[src/rtl/sixty_four_adder_pkg.sv]
// Shared constants for the registered WIDTH-bit adder.
// Optional build macro used by this block: CARRY_SELECT_EN.
package sixty_four_adder_pkg;

  // Default operand/sum width in bits.
  localparam int WIDTH_DEF = 64;

  // Default bit index where the carry-select upper block starts.
  localparam int SPLIT_DEF = 32;

endpackage : sixty_four_adder_pkg

[src/rtl/ripple_block_adder.sv]
// N-bit ripple-carry adder built from per-bit full-adder logic.
// The carry is walked LSB to MSB; each bit is one full adder.
module ripple_block_adder #(
  parameter int N = 32
) (
  input  logic [N-1:0] a,
  input  logic [N-1:0] b,
  input  logic         cin,
  output logic [N-1:0] sum,
  output logic         cout
);

  // Full-adder chain: sum bit from the three-input xor, carry from generate/propagate.
  always_comb begin
    logic carry;
    carry = cin;
    sum   = '0;
    for (int i = 0; i < N; i++) begin
      sum[i] = a[i] ^ b[i] ^ carry;
      carry  = (a[i] & b[i]) | (carry & (a[i] ^ b[i]));
    end
    cout = carry;
  end

endmodule : ripple_block_adder

[src/rtl/sixty_four_bit_adder_core.sv]
// Combinational sum path of the adder, built only from ripple_block_adder
// instances and a 2:1 select.
// Build macro: CARRY_SELECT_EN -- defined gives a carry-select split at SPLIT,
// undefined gives one WIDTH-bit ripple chain. Results are identical either way.
module sixty_four_bit_adder_core
  import sixty_four_adder_pkg::*;
#(
  parameter int WIDTH = WIDTH_DEF,
  parameter int SPLIT = SPLIT_DEF
) (
  input  logic [WIDTH-1:0] a,
  input  logic [WIDTH-1:0] b,
  input  logic             cin,
  output logic [WIDTH-1:0] sum,
  output logic             cout
);

  // Reject an upper block that would be empty or cover the whole word.
  if (SPLIT < 1 || SPLIT > WIDTH - 1) begin : g_split_check
    $error("SPLIT must lie in 1..WIDTH-1");
  end

`ifdef CARRY_SELECT_EN

  localparam int HI_W = WIDTH - SPLIT;

  logic [SPLIT-1:0] lo_sum;
  logic             lo_cout;
  logic [HI_W-1:0]  hi_sum0;
  logic [HI_W-1:0]  hi_sum1;
  logic             hi_cout0;
  logic             hi_cout1;

  ripple_block_adder #(.N(SPLIT)) u_lo (
    .a    (a[SPLIT-1:0]),
    .b    (b[SPLIT-1:0]),
    .cin  (cin),
    .sum  (lo_sum),
    .cout (lo_cout)
  );

  // Upper block speculated for both possible carries out of the lower block.
  ripple_block_adder #(.N(HI_W)) u_hi0 (
    .a    (a[WIDTH-1:SPLIT]),
    .b    (b[WIDTH-1:SPLIT]),
    .cin  (1'b0),
    .sum  (hi_sum0),
    .cout (hi_cout0)
  );

  ripple_block_adder #(.N(HI_W)) u_hi1 (
    .a    (a[WIDTH-1:SPLIT]),
    .b    (b[WIDTH-1:SPLIT]),
    .cin  (1'b1),
    .sum  (hi_sum1),
    .cout (hi_cout1)
  );

  // Lower-block carry picks the matching upper result.
  always_comb begin
    sum[SPLIT-1:0] = lo_sum;
    if (lo_cout) begin
      sum[WIDTH-1:SPLIT] = hi_sum1;
      cout               = hi_cout1;
    end else begin
      sum[WIDTH-1:SPLIT] = hi_sum0;
      cout               = hi_cout0;
    end
  end

`else

  ripple_block_adder #(.N(WIDTH)) u_full (
    .a    (a),
    .b    (b),
    .cin  (cin),
    .sum  (sum),
    .cout (cout)
  );

`endif

endmodule : sixty_four_bit_adder_core

[src/rtl/sixty_four_bit_adder.sv]
// Registered WIDTH-bit unsigned adder, one cycle latency, no backpressure.
// {Cout,S} = A + B + Cin; outputs hold when no new operands arrive.
// Build macro: CARRY_SELECT_EN selects the carry-select sum path in the core.
module sixty_four_bit_adder
  import sixty_four_adder_pkg::*;
#(
  parameter int WIDTH = WIDTH_DEF,
  parameter int SPLIT = SPLIT_DEF
) (
  input  logic             clk,
  input  logic             rst,
  input  logic             in_valid,
  input  logic [WIDTH-1:0] A,
  input  logic [WIDTH-1:0] B,
  input  logic             Cin,
  output logic             out_valid,
  output logic [WIDTH-1:0] S,
  output logic             Cout
);

  logic [WIDTH-1:0] sum_p0;
  logic             cout_p0;
  logic [WIDTH-1:0] sum_p1;
  logic             cout_p1;
  logic             vld_p1;

  sixty_four_bit_adder_core #(
    .WIDTH (WIDTH),
    .SPLIT (SPLIT)
  ) u_core (
    .a    (A),
    .b    (B),
    .cin  (Cin),
    .sum  (sum_p0),
    .cout (cout_p0)
  );

  // ---- stage p0 -> p1: capture the sum on accepted operands, otherwise hold ----
  always_ff @(posedge clk or posedge rst) begin
    if (rst) begin
      vld_p1  <= 1'b0;
      sum_p1  <= '0;
      cout_p1 <= 1'b0;
    end else begin
      vld_p1 <= in_valid;
      if (in_valid) begin
        sum_p1  <= sum_p0;
        cout_p1 <= cout_p0;
      end
    end
  end

  assign out_valid = vld_p1;
  assign S         = sum_p1;
  assign Cout      = cout_p1;

endmodule : sixty_four_bit_adder

[config.mk]
export PLATFORM = sky130hd
export DESIGN_NAME = sixty_four_bit_adder
export DESIGN_NICKNAME = d
export VERILOG_FILES = /design/src/rtl/sixty_four_adder_pkg.sv /design/src/rtl/ripple_block_adder.sv /design/src/rtl/sixty_four_bit_adder_core.sv /design/src/rtl/sixty_four_bit_adder.sv
export SDC_FILE = /design/constraint.sdc
export NUM_CORES = 1
export LEC_CHECK = 0
export BUFFER_PORTS_ARGS = -buffer_cell sky130_fd_sc_hd__buf_2
export CAP_MARGIN = 20
export CORE_ASPECT_RATIO = 0.8
export CORE_MARGIN = 2
export CORE_UTILIZATION = 49
export DETAILED_ROUTE_END_ITERATION = 10
export PLACE_DENSITY_LB_ADDON = 0.25
export SYNTH_ARGS = -nofsm -noshare
export SYNTH_HDL_FRONTEND = slang
export SYNTH_SLANG_ARGS = --single-unit
[constraint.sdc]
create_clock -name clk -period 2.7 [get_ports clk]
set_input_delay 0.135 -clock clk [delete_from_list [all_inputs] [get_ports clk]]
set_output_delay 0.135 -clock clk [all_outputs]
set_load 0.05 [all_outputs]
==> run metrics <==
status=complete, but fails checks; violated checks=setup timing; Post-synth top cells=66 x dfrtp_1, 64 x fa_1, 37 x mux2_2, 20 x mux2_4, 9 x inv_1; first-pass GRT wire length=13700 µm; largest net degree at the start of global routing=47; count of final hold-check violations=0; Core Footprint=7500 µm²; Clock transition at path regs=0.06 ns; Post-synth ARST share=1.00; Nets=613; syn nets=409; Clock Sinks=between 60 and 70; CTS Buffer Depth=2; Unique masters post-synth=11; Starting Density=0.511; max-slew violations=0; Critical Path Sink Type=flip-flop; Final Instance Area=between 5000 and 6000 µm²; EDFF count, synth=0; PD cells=768 nW/µm²; Worst Setup SP=A[0]; worst slew pin tran=around 0.78 ns; Final Cycle Share=8.41; max_slew headroom=0.477; Post-Synthesis Cells=213; P&R area growth vs syn=41.8%; Synth Warn #=0; R2R Path Start=S[10]; dpl hpwl=6790 µm; antenna violations before repair=0; Crit Reg-Reg Endpoint=S[10]; PortBufs=197; Hold Crit Class=in2reg; Switching Fraction=0.422; drt pass-1 iters=4; antenna viol nets, final=0; # setup viols final=59; Die Y=just over 80 µm; Synth area leaders=dfrtp_1 43%, fa_1 33%, mux2_2 11%; VDD IR max=0.000474 V; worst path bufs/invs=4; minimum clock period=approximately 23 ns; syn avg cell area=18.0 µm²; leading area contributor after synthesis=dfrtp_1; dominant synthesized flop cell=dfrtp_1; count leader, synth=dfrtp_1; top cell type's share of synthesized area=0.432; P_leak=2.62 nW; number of global-route vias before repair=2880; Worst EP required=about 3 ns; worst reg-to-reg path cell count=1; DP Cell Count=between 500 and 600; Top Ports=198; Post-CTS Setup Bufs=0; WS Path Type=in2reg; post-synthesis sequential area ratio=0.432; max frequency=0.0441 GHz; unrepaired setup endpoints after global routing=true; total number of vias=2465; drt wl/cell=about 16 µm; Total Power=4.17 mW; CTS tree=built; Fillers=544; CP endpoint=S[63]; final worst slack=-19.99 ns; share of layout cells above drive strength 1=0.812; worst-path maximum fanout=1; CP max-delay cell=fa_2; num rows=28; vias per cell=4.69; GPL Wtd Cong=0.777; CP top delay family=adder cells; Critical Path AT=22.95 ns; Post-Place Cell Area=5100 µm²; H-tree Lvls=3; Critical Path Start Type=input port; die area=approximately 8500 µm²; diode count=0; Critical Path Stages=69; HP Start=B[63]; insertion delay to the later sink of the worst-skew pair=0.33 ns; Sw Pwr=1.76 mW; Layout Cells excl Fill=~530; most frequent CP cell=fa_2; #FFs+latches synth=66; Flop pwr share=0.325; logic gate share of total power=0.471; Clk pwr share=0.204; Crit path largest cell delay=0.39 ns; R2R Setup Slk=1.92 ns; DRT Wirelength=8460 µm; die width=103 µm; clk_skew=0 ns; drc violations=0; CTS buffer count=9; Tot GR Track Use=0.213; max_cap viols=0; root buffer cell=clkbuf_8; gr ovfl total=0; 1st-iter DRT viols=24; synthesized cell area=between 3000 and 4000 µm²; Power Internal=2.41 mW
==> stage by stage <==
stage / utilization / TNS (ns) / hold slack [ns] / setup WS, ns
4_1_cts: 0.720 / -605.16 / 0.198 / -20.05
6_report: 0.724 / -603.83 / 0.214 / -19.99
3_3_place_gp: 0.680 / -615.41 / 0.299 / -20.04
3_5_place_dp: 0.680 / -627.32 / 0.300 / -20.40
2_1_floorplan: - / -593.86 / 0.166 / -19.45
5_1_grt: 0.724 / -617.52 / 0.214 / -20.49
==> placed cells by master, fill, tap and decap left out <==
cell type      netlist  final
clkbuf_1             0      1
dfrtp_1             66     66
buf_4                0      1
inv_1                9      5
fa_1                64      1
buf_12               0      2
clkinv_2             0      1
buf_2                3    195
fa_2                 0     63
nor2_1               2      2
clkbuf_8             0     12
inv_2                0      4
a21oi_1              2      2
bufinv_16            0      1
mux2_4              20     53
buf_6                4      1
mux2_2              37      9
dlygate4sd3_1        0      1
mux2i_1              1      1
==> worst min-delay path by stage <==
stage / end / slack [ns] / cells past startpoint
floorplan: out_valid / 0.17 / 0
global placement: S[11] / 0.30 / 2
detailed placement: S[12] / 0.30 / 2
CTS: Cout / 0.20 / 4
global route: Cout / 0.21 / 4
finish: S[63] / 0.21 / 4
==> sequential cells by signal, indices dropped and copies added (netlist names) <==
| name | count |
|---|---|
| out_valid | 1 |
| S | 64 |
| Cout | 1 |
==> area by class of cell <==
cell class	count	area, µm²	area share
timing repair buffer	200	1040	0.192
sequential	66	1650	0.304
tap	105	131	0.0242
clock inverter	2	35.0	0.00645
multi-input combinational	131	2360	0.435
inverter	9	33.8	0.00622
clock buffer	13	169	0.0311
==> repair_timing <==
item                                   4_1_cts  5_1_grt
hold buffers                                 1        0
endpoints found under the hold margin       33        0
gates resized for setup                     22        9
setup endpoints to repair                   59       59
==> layer usage <==
metal	vias to the layer above	GRT usage	routed length, µm
met5	-	0	0
met4	0	0.0837	211
met3	17	0.0539	524
met2	111	0.362	4480
met1	1233	0.260	3250
li1	1104	-	-
==> worst min-delay path, cell delays in order <==
cell	delay, ns
buf_2	0.09
inv_1	0.06
fa_1	0.15
a21oi_1	0.06
==> cells by family after synthesis <==
| family | count (synthesis) | synth area share |
|---|---|---|
| AO/OA/AOI/OAI | 2 | 0.00262 |
| flip-flops | 66 | 0.432 |
| AND/OR/NAND/NOR | 2 | 0.00196 |
| multiplexers | 63 | 0.205 |
| adder cells (fa/ha/maj) | 64 | 0.335 |
| buffers and inverters | 16 | 0.0245 |
==> power by group through the flow <==
stage,registers [mW],clock network (mW),logic [mW]
floorplan,2.22,0,0.488
global placement,1.36,0,1.85
detailed placement,1.37,0,1.89
CTS,1.35,0.880,1.96
global route,1.39,0.928,2.08
finish,1.36,0.850,1.96
No activity file was read; power rests on OpenSTA's default activity.
